### src/rtl/eq_gain_ctrl.sv
// Equalizer band-gain sequencer: captures a gain word when an SPI load ends and
// ramps every band one code per step toward it so the filter bank never sees a jump.
module eq_gain_ctrl #(
    parameter int NBANDS   = 8,
    parameter int GW       = 4,
    parameter int RAMP_DIV = 1
) (
    input  logic                   clk,
    input  logic                   reset,
    input  logic                   load,
    input  logic [NBANDS*GW-1:0]   eqVals,
    input  logic                   sample_tick,
    output logic [NBANDS*GW-1:0]   gain,
    output logic                   gain_update,
    output logic                   busy,
    output logic                   done
);

    // state   | meaning
    // IDLE    | gain equals target, waiting for the end of an SPI load
    // CAPTURE | latch the new word as target, decide whether a ramp is needed
    // RAMP    | step bands toward target on every RAMP_DIV-th sample tick

    localparam int W  = NBANDS * GW;
    localparam int DW = (RAMP_DIV > 1) ? $clog2(RAMP_DIV) : 1;

    localparam logic [GW-1:0] UNITY    = GW'(1) << (GW - 1);
    localparam logic [GW-1:0] ONE      = GW'(1);
    localparam logic [DW-1:0] DIV_LAST = DW'(RAMP_DIV - 1);
    localparam logic [DW-1:0] DIV_ONE  = DW'(1);

    typedef enum logic [1:0] {
        IDLE    = 2'd0,
        CAPTURE = 2'd1,
        RAMP    = 2'd2
    } state_t;

    state_t          state;
    logic            load_q;
    logic [W-1:0]    target;
    logic [DW-1:0]   div_cnt;
    logic [W-1:0]    step_gain;
    logic            step_done;
    logic            fall;

    assign fall = load_q & ~load;

    // Per-band saturating step toward target; bands are independent, no carries.
    always_comb begin
        step_gain = gain;
        for (int b = 0; b < NBANDS; b++) begin
            if (gain[b*GW +: GW] < target[b*GW +: GW])
                step_gain[b*GW +: GW] = gain[b*GW +: GW] + ONE;
            else if (gain[b*GW +: GW] > target[b*GW +: GW])
                step_gain[b*GW +: GW] = gain[b*GW +: GW] - ONE;
        end
        step_done = (step_gain == target);
    end

    always_ff @(posedge clk) begin
        if (reset) begin
            state       <= IDLE;
            load_q      <= 1'b0;
            target      <= {NBANDS{UNITY}};
            gain        <= {NBANDS{UNITY}};
            div_cnt     <= '0;
            gain_update <= 1'b0;
        end else begin
            load_q      <= load;
            gain_update <= 1'b0;
            case (state)
                IDLE: begin
                    if (fall)
                        state <= CAPTURE;
                end
                CAPTURE: begin
                    target  <= eqVals;
                    div_cnt <= '0;
                    state   <= (eqVals == gain) ? IDLE : RAMP;
                end
                RAMP: begin
                    // A new word takes priority; a coincident tick is dropped.
                    if (fall) begin
                        state   <= CAPTURE;
                        div_cnt <= '0;
                    end else if (sample_tick) begin
                        if (div_cnt == DIV_LAST) begin
                            div_cnt     <= '0;
                            gain        <= step_gain;
                            gain_update <= 1'b1;
                            if (step_done)
                                state <= IDLE;
                        end else begin
                            div_cnt <= div_cnt + DIV_ONE;
                        end
                    end
                end
                default: state <= IDLE;
            endcase
        end
    end

    assign busy = (state != IDLE);
    assign done = (state == IDLE) && !load_q;

endmodule

### config.mk
export PLATFORM = sky130hd
export DESIGN_NAME = eq_gain_ctrl
export DESIGN_NICKNAME = d
export VERILOG_FILES = /design/src/rtl/eq_gain_ctrl.sv
export SDC_FILE = /design/constraint.sdc
export NUM_CORES = 1
export LEC_CHECK = 0
export ABC_AREA = 1
export BUFFER_PORTS_ARGS = -buffer_cell sky130_fd_sc_hd__buf_2
export CAP_MARGIN = 10
export CELL_PAD_IN_SITES_DETAIL_PLACEMENT = 1
export CELL_PAD_IN_SITES_GLOBAL_PLACEMENT = 2
export CORE_MARGIN = 3
export CORE_UTILIZATION = 32
export CTS_BUF_LIST = sky130_fd_sc_hd__clkbuf_4
export DETAILED_ROUTE_END_ITERATION = 7
export PLACE_DENSITY = 0.86
export SYNTH_ARGS = -nofsm -noshare
export SYNTH_HDL_FRONTEND = slang
export SYNTH_SLANG_ARGS = --single-unit
### constraint.sdc
create_clock -name clk -period 2.5 [get_ports clk]
set_clock_uncertainty 0.15 [all_clocks]
set_input_delay 0.5 -clock clk [delete_from_list [all_inputs] [get_ports clk]]
set_output_delay 0.5 -clock clk [all_outputs]
set_load 0.01 [all_outputs]
### After elaboration in Yosys (flattened, before gate mapping)

Index checks and enable logic that the tools add are counted.

* flip-flop bits (word level): 69
* output and inout bits: 35
* word-level logic and storage cells: 90
* bits of input ports: 36

* eq/ne operators: 8
* reduce and logical (&&, ||, !) cells: 9
* $add $sub $neg: 17
* $lt $le $gt $ge: 16
* multiplexer cells: 28
* bitwise operators: 6

Operator list (number)
* $eq A32 B32 Y1: 2
* $mux W4: 16
* $add A4 B1 Y4 const B: 8
* $gt A4 B4 Y1: 8
* $lt A4 B4 Y1: 8
* $sub A4 B1 Y4 const B: 8
* $mux W2: 6
* $ne A3 B3 Y1 const B: 3
* $reduce_and A4 Y1: 2
* $pmux W2 S3: 1
* $not A1 Y1: 5
* $mux W1: 4
* $reduce_bool A2 Y1: 2
* $reduce_or A4 Y1: 1
* $eq A2 B1 Y1 const B: 1
* $eq A2 B2 Y1 const B: 1
* $logic_not A2 Y1: 1
* $ne A2 B2 Y1 const B: 1
* $pmux W1 S2: 1
* $reduce_and A2 Y1: 1
* $add A1 B1 Y1 const B: 1
* $and A1 B1 Y1: 1
* $logic_and A1 B1 Y1: 1
* $logic_not A1 Y1: 1

### Depth between registers and ports, before layout

Gate-level depths: netlist of run 1.

* depth in word-level cells: 9
* mapped depth: 22
* gate-level depth less buffers: 22

### Least setup slack after synthesis of run 1

No wires, ideal clock.

* path kind: register to register
* start point: reg gain[0]
* end point: reg state[1]
* stages on the path, launching flop included: 20
* data arrival time: 1.977 ns
* data required time: 2.241 ns
* period minus slack after synthesis: 2.236 ns
* buffers on the path: 0
* slack: 0.264 ns
* setup time: 0.109 ns
* path through: dfxtp_1 inv_1 ha_1 nand2_1 nor2_1 nor2_1 nand2_1 nand2_1 nand2_1 nand2_1 nand2_1 nand2_1 nor2_1 nand2_1 nor2_1 nand3_1 nand2_1 nand3_1 nand2_1 inv_1

* cells in the longest elaborated chain, start to end: 6
* elaborated cells on any way between the ends: 12
* classes of those cells: add/sub (2); order compare (2); eq/ne (3); mux (4); reduce/logical (1)

RTL lines
* start, declared: RTL line 13 `output logic [NBANDS*GW-1:0] gain,`
* start signal, assigned: RTL line 65 `gain <= {NBANDS{UNITY}};`
* start signal, assigned: RTL line 89 `gain <= step_gain;`
* $sub A4 B1 Y4 or $gt A4 B4 Y1 (tied branches): RTL line 55, 54
* $mux W4: RTL line 54 `else if (gain[b*GW +: GW] > target[b*GW +: GW])`
* $mux W4: RTL line 52 `if (gain[b*GW +: GW] < target[b*GW +: GW])`
* $eq A32 B32 Y1: RTL line 57 `step_done = (step_gain == target);`
* $ne A3 B3 Y1 (no line)
* $reduce_and A4 Y1 (no line)
* end signal, assigned: RTL line 79 `state <= (eqVals == gain) ? IDLE : RAMP;`
* end, declared: RTL line 38 `state_t state;`

Parallel ways exist; a longest one is shown, timed or not.
A chain may end at the register's enable or synchronous reset.

### Final worst setup path of run 1

* start point: reg target[27]
* end point: reg state[1]

* cells in the longest elaborated chain, start to end: 6
* elaborated cells on any way between the ends: 7
* classes of those cells: order compare (2); eq/ne (2); mux (2); reduce/logical (1)

RTL lines
* start, declared: RTL line 40 `logic [W-1:0] target;`
* start signal, assigned: RTL line 64 `target <= {NBANDS{UNITY}};`
* start signal, assigned: RTL line 77 `target <= eqVals;`
* $gt A4 B4 Y1: RTL line 54
* $mux W4: RTL line 54
* $mux W4: RTL line 52
* $eq A32 B32 Y1 *: RTL line 57
* $ne A3 B3 Y1 (no line) *
* $reduce_and A4 Y1 (no line) *

Mark *: on every way between the ends. The rest lies on a longest branch, timed or not.

==> reports/qor.txt, run 1 <==
=================================================================================
Outcome                                                                 completed
Final worst setup slack                                                    121 ps
Wire length of the first global-routing pass                             29800 µm
CTS tree                                                                      yes
Worst min-delay path endpoint                                        load_q$_SDFF_PP0_
Sw Share                                                                    43.2%
Count of warnings emitted by yosys                                              0
Die Outline Area                                                        18800 µm²
Worst-case register-to-register setup slack                                120 ps
Post-place setup slack                                                   -39.5 ps
Largest net degree at the start of global routing                              49
Portion of total power attributed to the clock network                      23.2%
Clock-pin slew on the worst setup and hold paths                           150 ps
# hold bufs at CTS                                                              0
Hold Crit Depth                                                                 3
Number of global-route vias before repair                                    5888
Post-DRT Antenna Nets                                                           0
Met3 Use GR                                                                 2.35%
Maxcap violations                                                               0
Worst setup EP type                                                     flip-flop
Final cell count without fillers                                             1229
Launch point of the worst path                                       target[27]$_SDFFE_PP1P_
Hold Crit Class                                                         in -> reg
Most frequently used flop master after synthesis                          dfxtp_1
Post-route clock period utilization                                         95.1%
Worst-case headroom to the max-slew limit                                   62.2%
Sw power                                                                  1840 µW
Final Core Density                                                          43.5%
Clock tree sinks                                                               68
Area of the core                                                        16700 µm²
Area fraction of the dominant cell type after synthesis                     24.7%
Number of top-level pins                                                       71
Final instance area                                                      7260 µm²
Via density per instance                                                     4.96
Placement row count                                                            47
Slew at the pin closest to its max-slew limit                              563 ps
Worst hold start                                                             load
Crit Reg-Reg Endpoint                                                state[1]$_SDFFE_PP0P_
Global-route met2 utilization                                               35.6%
Total number of vias                                                         6098
Final max-slew violation count                                                  0
Cts bufs inserted                                                               9
H-Tree Level Count                                                              3
Post-synth top area cell                                                  dfxtp_1
Port Buf Inserts                                                               70
Aggregate routed wire length                                             19600 µm
Post-synthesis instance total                                                 874
Detailed router's first-iteration violation count                             283
Worst EP required                                                         2740 ps
Largest vdd supply drop                                                    224 µV
Post-synth EDFFs                                                                0
Unique cell type count in the Yosys netlist                                    29
Layout cells sized above 1                                                  29.6%
Achievable frequency                                                      420 MHz
Power density normalized to cell area                                  588 nW/µm²
Leak                                                                   0.00363 µW
Effective utilization at floorplan                                          33.0%
Worst-case clock buffer depth                                                   2
Crit path DAT                                                             2620 ps
Launching point of the worst reg2reg path                            target[27]$_SDFFE_PP1P_
Routed len/inst                                                           15.9 µm
Synth async-reset ratio                                                        0%
Total congestion overflow after global routing                                  0
Final layout net count                                                       1087
Cell depth of the worst flop-to-flop path                                      20
Cell internal pwr                                                         2420 µW
Final critical path time including I/O delays and setup                   2380 ps
Post-Synthesis Cell Area                                                 5500 µm²
Category of the critical setup timing path                             reg -> reg
Horizontal extent of the die                                               137 µm
Grt peak-use layer                                                           met2
Final Hold Fails                                                                0
Tot GR Track Use                                                            20.5%
Number of cells in the design after placement                                1207
Post-Synthesis Mean Instance Area                                        6.30 µm²
Height of the die                                                          137 µm
Sequential share of the synthesized area                                    24.7%
Setup violators final                                                           0
Post-route DRC                                                                  0
First-pass detailed-route iteration total                                       4
Kind of start point of the critical path                                flip-flop
Source-to-sink clock delay at the later pin of the worst-skew pair         460 ps
Highest fanout seen on the critical path                                        3
Buffer type at the clock tree root                                       clkbuf_4
Post-synth net total                                                          958
Sequential power share                                                      28.2%
Initial antenna violation count                                                 1
Met1 track utilization from global routing                                  26.7%
Final weighted congestion in routability-driven placement                   0.877
Number of synthesized register bits                                            68
Main area contributors after synthesis                               dfxtp_1 25%, nand2_1 16%, ha_1 11%
Share of power burned in combinational logic                                48.6%
Synth-to-Final Area Change                                                  31.9%
Placed standard-cell area                                                6510 µm²
Final HPWL from detailed placement                                       14800 µm
=================================================================================
-- area by class of cell --
type | count | area (µm²)
Antenna cell | 1 | 2.50
Clock buffer | 9 | 67.6
Clock inverter | 7 | 114
Fill cell | 2230 | 9440
Inverter | 132 | 495
Multi-Input combinational cell | 655 | 4050
Sequential cell | 68 | 1400
Tap cell | 220 | 275
Timing Repair Buffer | 137 | 857
-- per-layer routing --
metal	up-vias	part of all wire, %
li1	3103	-
met1	2903	45
met2	77	50
met3	15	3.2
met4	0	1.4
met5	-	0
-- how the worst max path moves through the flow --
stage	endpoint	cells past startpoint
after detailed placement	state[1]$_SDFFE_PP0P_	18
after global routing	state[1]$_SDFFE_PP0P_	19
final	state[1]$_SDFFE_PP0P_	20
after floorplan	state[1]$_SDFFE_PP0P_	19
after global placement	state[1]$_SDFFE_PP0P_	18
after CTS	state[1]$_SDFFE_PP0P_	20
-- metrics by stage --
stage	total power, µW	TNS (ps)	hold WS [ps]
6_report	4270	0	114
5_1_grt	4630	-74.1	114
4_1_cts	4020	0	82.0
3_5_place_dp	3010	-39.5	349
3_3_place_gp	2980	-41.6	336
2_1_floorplan	2440	0	311
-- power groups by stage --
| stage | sequential [µW] | combinational (µW) | clock (µW) |
|---|---|---|---|
| after detailed placement | 1210 | 1800 | 0 |
| after CTS | 1190 | 1820 | 1020 |
| after global routing | 1210 | 2350 | 1070 |
| after floorplan | 1230 | 1200 | 0 |
| final | 1200 | 2070 | 991 |
| after global placement | 1210 | 1770 | 0 |
-- sequential cells by signal, indices dropped and copies added, names as in the netlist --
signal	cells
gain_update	1
load_q	1
target	32
gain	32
state	2
-- synth_stat cells, types with 15 or more instances --
library cell  number
nand2_1          241
inv_1            127
nand3_1          109
dfxtp_1           68
o21ai_0           59
a21oi_1           54
ha_1              48
nor2_1            40
xnor2_1           24
clkbuf_1          16
nand2_2           16
o211ai_1          15
-- worst max-delay path: stages, from the launching register on --
cell and delay, ps:
dfxtp_1 380, inv_1 110, ha_4 310, nand2_2 80, inv_2 60, nand2_2 70, buf_4 150, nand3_1 80
nand2_1 60, nand2_1 70, nand2_1 70, nand2_1 70, nand2_1 50, nor2_1 110, nand2_1 60, nor2_1 100
nand3_1 90, nand2_1 90, nand3_1 70, nand2_1 60, inv_1 30
-- layout by cell type (no fill, tap or decap), types with 4 or more instances in the layout --
| master | count |
|---|---|
| nor3_1 | 4 |
| inv_1 | 113 |
| xnor2_1 | 24 |
| a21oi_1 | 52 |
| nand2_4 | 13 |
| clkbuf_4 | 9 |
| ha_4 | 19 |
| or2_2 | 5 |
| inv_2 | 18 |
| nand2_2 | 31 |
| o21ai_0 | 58 |
| nor2_1 | 32 |
| a21oi_4 | 6 |
| nand3b_1 | 13 |
| o211ai_1 | 15 |
| nand2_1 | 213 |
| ha_1 | 29 |
| nand4_1 | 7 |
| dfxtp_2 | 27 |
| nor2_2 | 8 |
| nand3_1 | 101 |
| nor2_4 | 7 |
| buf_4 | 66 |
| nand3_2 | 8 |
| buf_2 | 70 |
| dfxtp_1 | 41 |
-- logic make-up after synthesis --
family	synth area share [%]
flops	24.7
xor+xnor	3.82
fa+ha+maj	10.9
simple gates	35.8
buf+inv	10.6
compound gates	14.1
-- what timing repair did --
| action | 4_1_cts | 5_1_grt |
|---|---|---|
| buffers inserted | 0 | 5 |
| pin swaps | 0 | 37 |
| endpoints found under the setup margin | 2 | 2 |
| gates resized for setup | 4 | 126 |
Note: power is estimated with default switching activity, not from simulation.
==> run 2: changes to the inputs <==
- ABC_AREA: 1 -> not set
- CORE_UTILIZATION: 32 -> 35
- CTS_CLUSTER_DIAMETER: not set -> 100
- PLACE_DENSITY: 0.86 -> 0.87
==> run 2 against run 1 <==
  * Sequential power is 7% lower
  * First-iteration DRC count is 3.9% lower
  * Count of clock-buffer cells in the layout increased by 1
  * Die area shrank 12%
  * Synthesized cell count is 23% lower
  * Critical path depth decreased by 10
  * The flow now finishes with violations (setup timing)
  * Utilization is 5.1 points higher
==> reports/qor.txt, run 2 <==
=================================================================================
Count of buffer and inverter cells on the critical path                         2
Setup violators final                                                           1
H-Tree Level Count                                                              3
Post-synth net total                                                          758
Top Registers                                                        gain (32), target (32), state (2)
Post-Synthesis Mean Instance Area                                        7.77 µm²
Effective utilization at floorplan                                          35.9%
Final Core Density                                                          48.6%
Sequential share of the synthesized area                                    26.0%
Largest net degree at the start of global routing                              36
Category of the critical setup timing path                             reg -> reg
Main combinational cell family by area after synthesis               simple AND/OR/NAND/NOR gates
Commonest non-fill, non-tap cells in the layout                      98 x buf_4, 76 x a21oi_1, 71 x nand2_1
Worst-case clock buffer depth                                                   2
Final max-slew violation count                                                  0
WP depth                                                                       10
Buffer type at the clock tree root                                       clkbuf_4
Post-synth EDFFs                                                                0
Worst EP required                                                         2710 ps
Post-route clock period utilization                                          108%
Most common library cell in the layout ignoring fill and taps               buf_4
Most frequently used cell type in the post-synthesis netlist              a21oi_1
Number of fillers in the final layout                                        1780
Cell depth of the worst flop-to-flop path                                      10
Power density normalized to cell area                                  377 nW/µm²
Placement row count                                                            44
Number of top-level pins                                                       71
Cts bufs inserted                                                               9
Final instance area                                                      7090 µm²
Post-DRT Antenna Nets                                                           0
Post-synth top area cell                                                  dfxtp_1
Failing checks                                                       setup timing
Simple-gate portion of the synthesized area                                 20.8%
Crit path max-delay cell type                                              o41a_4
Sw Share                                                                    33.8%
Count of warnings emitted by yosys                                              0
Final worst setup slack                                                   -196 ps
Die Outline Area                                                        16500 µm²
Aggregate routed wire length                                             19100 µm
Routed len/inst                                                           19.0 µm
Kind of start point of the critical path                                flip-flop
Crit path DAT                                                             2910 ps
Top cell types by occurrence after synthesis                         82 x a21oi_1, 76 x nand2_1, 76 x xnor2_1
Worst-case headroom to the max-slew limit                                   62.1%
Share of power burned in combinational logic                                29.9%
Compound-cell area share of the yosys netlist                               18.3%
Sw power                                                                   905 µW
Hold Crit Class                                                         in -> reg
Initial antenna violation count                                                 1
Total negative setup slack                                                -196 ps
Number of synthesized register bits                                            68
Highest fanout seen on the critical path                                        3
Horizontal extent of the die                                               128 µm
Sequential power share                                                      41.7%
Final HPWL from detailed placement                                       13900 µm
Slew at the pin closest to its max-slew limit                              567 ps
Post-route DRC                                                                  0
Cell internal pwr                                                         1770 µW
Synth Area in Adders                                                        11.5%
Outcome                                                              complete, but fails checks
Kind of cell with the highest combined delay on the critical path    simple AND/OR/NAND/NOR gates
Unique cell type count in the Yosys netlist                                    53
Height of the die                                                          128 µm
CTS tree                                                                      yes
Achievable frequency                                                      371 MHz
Via density per instance                                                     5.42
Area of the core                                                        14600 µm²
Portion of total power attributed to the clock network                      28.4%
Most frequently used flop master after synthesis                          dfxtp_1
Final layout net count                                                        905
Clock tree sinks                                                               68
Total number of vias                                                         5469
Synth-to-Final Area Change                                                  35.4%
Hold Crit Depth                                                                 2
Worst setup EP type                                                     flip-flop
CP peak stage delay                                                        510 ps
Cell type with the highest occurrence count on the critical path            inv_2
Final critical path time including I/O delays and setup                   2700 ps
Tot GR Track Use                                                            22.8%
Layout cells sized above 1                                                  35.1%
Placed standard-cell area                                                6400 µm²
Unrepaired setup endpoints after global routing                              true
Main area contributors after synthesis                               dfxtp_1 26%, xnor2_1 13%, ha_1 11%
Final cell count without fillers                                             1009
Port Buf Inserts                                                               70
Final Hold Fails                                                                0
Number of global-route vias before repair                                    5654
Largest vdd supply drop                                                    181 µV
Clock-pin slew on the worst setup and hold paths                           130 ps
Crit path cell chain                                                 inv_2 > ha_4 > inv_2 > o41a_4 > xnor2_2 > or3_4 > nor4_4 > nand4_1 > nor4_2 > a41oi_1
Source-to-sink clock delay at the later pin of the worst-skew pair         490 ps
Power, Total                                                              2680 µW
Wire length of the first global-routing pass                             29500 µm
Maxcap violations                                                               0
Area fraction of the dominant cell type after synthesis                     26.0%
Post-synthesis instance total                                                 674
Portion of netlist area occupied by mux cells                               2.51%
Final weighted congestion in routability-driven placement                   0.900
Total congestion overflow after global routing                                  0
Post-Synthesis Cell Area                                                 5240 µm²
Detailed router's first-iteration violation count                             272
Synth async-reset ratio                                                        0%
Synthesized-area fraction occupied by xor and xnor cells                    15.2%
Leak                                                                   0.00301 µW
Number of cells in the design after placement                                 981
First-pass detailed-route iteration total                                       5
=================================================================================
## run 2: changes by cell type after synthesis, moves of 14 or more
cell,before,now
a21oi_1,54,82
clkbuf_1,16,32
xnor2_1,24,76
nand2_2,16,0
inv_1,127,44
or3_1,0,14
nand2_1,241,76
xor2_1,0,15
nand3_1,109,9
o21ai_0,59,27
nand4_1,7,21
## run 2: timing repair
action / 4_1_cts / 5_1_grt
endpoints found under the setup margin: 1 / 2
cloned: 0 / 0
gates resized for setup: 15 / 85
hold buffers: 0 / 0
pin swaps: 1 / 31
buffers inserted: 0 / 13
## run 2: layout make-up
type                       instances  area [µm²]  area share, %
inverter                          44         165           2.33
sequential                        68        1400           19.7
antenna                            1        2.50         0.0353
tap                              184         230           3.25
clock buffer                      10        75.1           1.06
timing repair buffer             171        1130           15.9
multi-input combinational        527        4050           57.1
clock inverter                     4        42.5          0.600
## run 2: metal layers
| metal | track usage [%] | vias to the layer above | routed length, µm |
|---|---|---|---|
| li1 | - | 2647 | - |
| met1 | 28.5 | 2667 | 8270 |
| met2 | 38.8 | 116 | 9570 |
| met3 | 3.07 | 39 | 651 |
| met4 | 10.2 | 0 | 648 |
| met5 | 0 | - | 0 |
## run 2: kinds of logic after synthesis
group | count (synthesis)
AND/OR/NAND/NOR | 215
multiplexers | 13
flip-flops | 68
buffers and inverters | 79
adder cells (fa/ha/maj) | 48
AO/OA/AOI/OAI | 160
XOR/XNOR | 91
## run 2: final timing paths
path,from,end,slack [ps]
max,gain[8]$_SDFFE_PP0P_,state[1]$_SDFFE_PP0P_,-200
min,eqVals[19],target[19]$_SDFFE_PP1P_,80
max reg2reg,gain[8]$_SDFFE_PP0P_,state[1]$_SDFFE_PP0P_,-200
min reg2reg,target[1]$_SDFFE_PP0P_,target[1]$_SDFFE_PP0P_,320
## run 2: power by group through the flow
stage | Combinational [µW] | Clock (µW) | Sequential (µW)
2_1_floorplan | 394 | 0 | 1140
3_3_place_gp | 645 | 0 | 1140
3_5_place_dp | 666 | 0 | 1140
4_1_cts | 686 | 768 | 1110
5_1_grt | 861 | 824 | 1120
6_report | 801 | 760 | 1110
## run 2: through the flow
step	hold WS, ps	setup WS [ps]
2_1_floorplan	286	2.71
3_3_place_gp	293	-59.6
3_5_place_dp	299	-204
4_1_cts	64.5	-139
5_1_grt	80.6	-306
6_report	84.5	-196
==> run 3: changes to the inputs <==
- CORE_MARGIN: 3 -> 2
==> run 3 against run 2 <==
  * The run still ends with setup timing left
  * Critical path depth up 1
  * Utilization fell by 0.56 points
  * Sequential power is essentially flat
  * Highest routed layer unchanged
  * Die area shrank 3.1%
  * First-iteration DRC count down 24%
  * Global-route usage rose by 1.0 points
==> reports/qor.txt, run 3 (same netlist as run 2, synthesis figures left out) <==
=================================================================================
Wire length of the first global-routing pass                             30100 µm
Height of the die                                                          126 µm
Routed len/inst                                                           18.7 µm
Largest net degree at the start of global routing                              69
Tot GR Track Use                                                            23.8%
Effective utilization at floorplan                                          35.9%
Via density per instance                                                     5.39
Sw Share                                                                    32.2%
Port Buf Inserts                                                               70
Detailed router's first-iteration violation count                             208
Kind of start point of the critical path                                flip-flop
Worst EP required                                                         2690 ps
Final instance area                                                      7010 µm²
Slew at the pin closest to its max-slew limit                              532 ps
Sw power                                                                   895 µW
Sequential power share                                                      40.1%
Failing checks                                                       setup timing
Commonest non-fill, non-tap cells in the layout                      98 x buf_4, 76 x a21oi_1, 75 x nand2_1
Achievable frequency                                                      380 MHz
Portion of total power attributed to the clock network                      31.3%
Final worst setup slack                                                   -130 ps
Placement row count                                                            44
Crit path max-delay cell type                                             dfxtp_1
Post-route clock period utilization                                          105%
Post-route DRC                                                                  0
Power, Total                                                              2780 µW
Worst setup EP type                                                     flip-flop
Final HPWL from detailed placement                                       14000 µm
Maxcap violations                                                               0
Synth-to-Final Area Change                                                  33.8%
Aggregate routed wire length                                             18900 µm
Final Core Density                                                          48.0%
Horizontal extent of the die                                               126 µm
Source-to-sink clock delay at the later pin of the worst-skew pair         470 ps
CTS tree                                                                      yes
Kind of cell with the highest combined delay on the critical path    simple AND/OR/NAND/NOR gates
Outcome                                                              complete, but fails checks
Hold Crit Class                                                         in -> reg
Worst-case headroom to the max-slew limit                                   64.1%
Placed standard-cell area                                                6440 µm²
Number of global-route vias before repair                                    5790
Unrepaired setup endpoints after global routing                              true
Share of power burned in combinational logic                                28.6%
Crit path cell chain                                                 inv_1 > ha_1 > nor2b_1 > o211ai_1 > buf_4 > and3_1 > a31oi_4 > xnor2_2 > nand4_1 > nor4_2 > a41oi_1
Layout cells sized above 1                                                  32.4%
Crit path DAT                                                             2820 ps
First-pass detailed-route iteration total                                       4
Clock-pin slew on the worst setup and hold paths                           150 ps
# hold bufs at CTS                                                              0
CP peak stage delay                                                        350 ps
Initial antenna violation count                                                 1
Area of the core                                                        14600 µm²
Final layout net count                                                        907
Top Registers                                                        gain (32), target (32), state (2)
Category of the critical setup timing path                             reg -> reg
Cell internal pwr                                                         1880 µW
Power density normalized to cell area                                  396 nW/µm²
Clock tree sinks                                                               68
Leak                                                                   0.00304 µW
Total negative setup slack                                                -130 ps
Number of top-level pins                                                       71
Final Hold Fails                                                                0
Largest vdd supply drop                                                    214 µV
Worst-case clock buffer depth                                                   2
Post-DRT Antenna Nets                                                           0
Die Outline Area                                                        16000 µm²
H-Tree Level Count                                                              3
Most common library cell in the layout ignoring fill and taps               buf_4
Count of buffer and inverter cells on the critical path                         2
Total number of vias                                                         5465
Final max-slew violation count                                                  0
Highest fanout seen on the critical path                                        3
Setup violators final                                                           1
Post-place setup slack                                                    -113 ps
Total congestion overflow after global routing                                  0
Buffer type at the clock tree root                                       clkbuf_4
Final weighted congestion in routability-driven placement                   0.931
Cts bufs inserted                                                               9
Final critical path time including I/O delays and setup                   2630 ps
=================================================================================
[run 3: worst paths after layout]
| kind | slack (ps) | from | to | cells after the start |
|---|---|---|---|---|
| hold / removal | 120 | eqVals[2] | target[2]$_SDFFE_PP0P_ | 3 |
| setup reg to reg | -130 | target[25]$_SDFFE_PP0P_ | state[1]$_SDFFE_PP0P_ | 11 |
| setup / recovery | -130 | target[25]$_SDFFE_PP0P_ | state[1]$_SDFFE_PP0P_ | 11 |
| hold reg to reg | 320 | target[9]$_SDFFE_PP0P_ | target[9]$_SDFFE_PP0P_ | 2 |
[run 3: final cells by class]
type,instances,area (µm²)
antenna,1,2.50
clock buffer,10,75.1
clock inverter,6,78.8
fill,1758,7580
inverter,44,165
multi-input combinational,527,3900
sequential,68,1380
tap,184,230
timing repair buffer,173,1170
[run 3: through the flow]
stage | std cells | hold slack [ps]
floorplan | 674 | 286
global placement | 983 | 295
detailed placement | 983 | 305
CTS | 1009 | 85.1
global route | 1013 | 107
finish | 1013 | 117
[run 3: what timing repair did]
item,CTS,global route
setup endpoints to repair,1,1
pin swaps,24,5
setup buffers,10,3
gates resized for setup,52,16
gates cloned,0,0
[run 3: worst min-delay path: cells and delay by family]
kind	cells	cell delay, ps
buffers and inverters	1	110
AO/OA/AOI/OAI	1	50
AND/OR/NAND/NOR	1	50
[run 3: power groups by stage]
stage          Sequential [µW]  Combinational [µW]  Clock, µW
3_3_place_gp              1140                 654          0
2_1_floorplan             1140                 394          0
5_1_grt                   1120                 855        926
6_report                  1110                 794        868
4_1_cts                   1110                 752        891
3_5_place_dp              1140                 680          0
[run 3: per-layer routing]
layer	vias up	global-route usage [%]	wire, µm
li1	2648	-	-
met5	-	0	0
met2	104	41.5	9520
met1	2674	28.6	7930
met4	0	11.3	693
met3	39	3.75	796
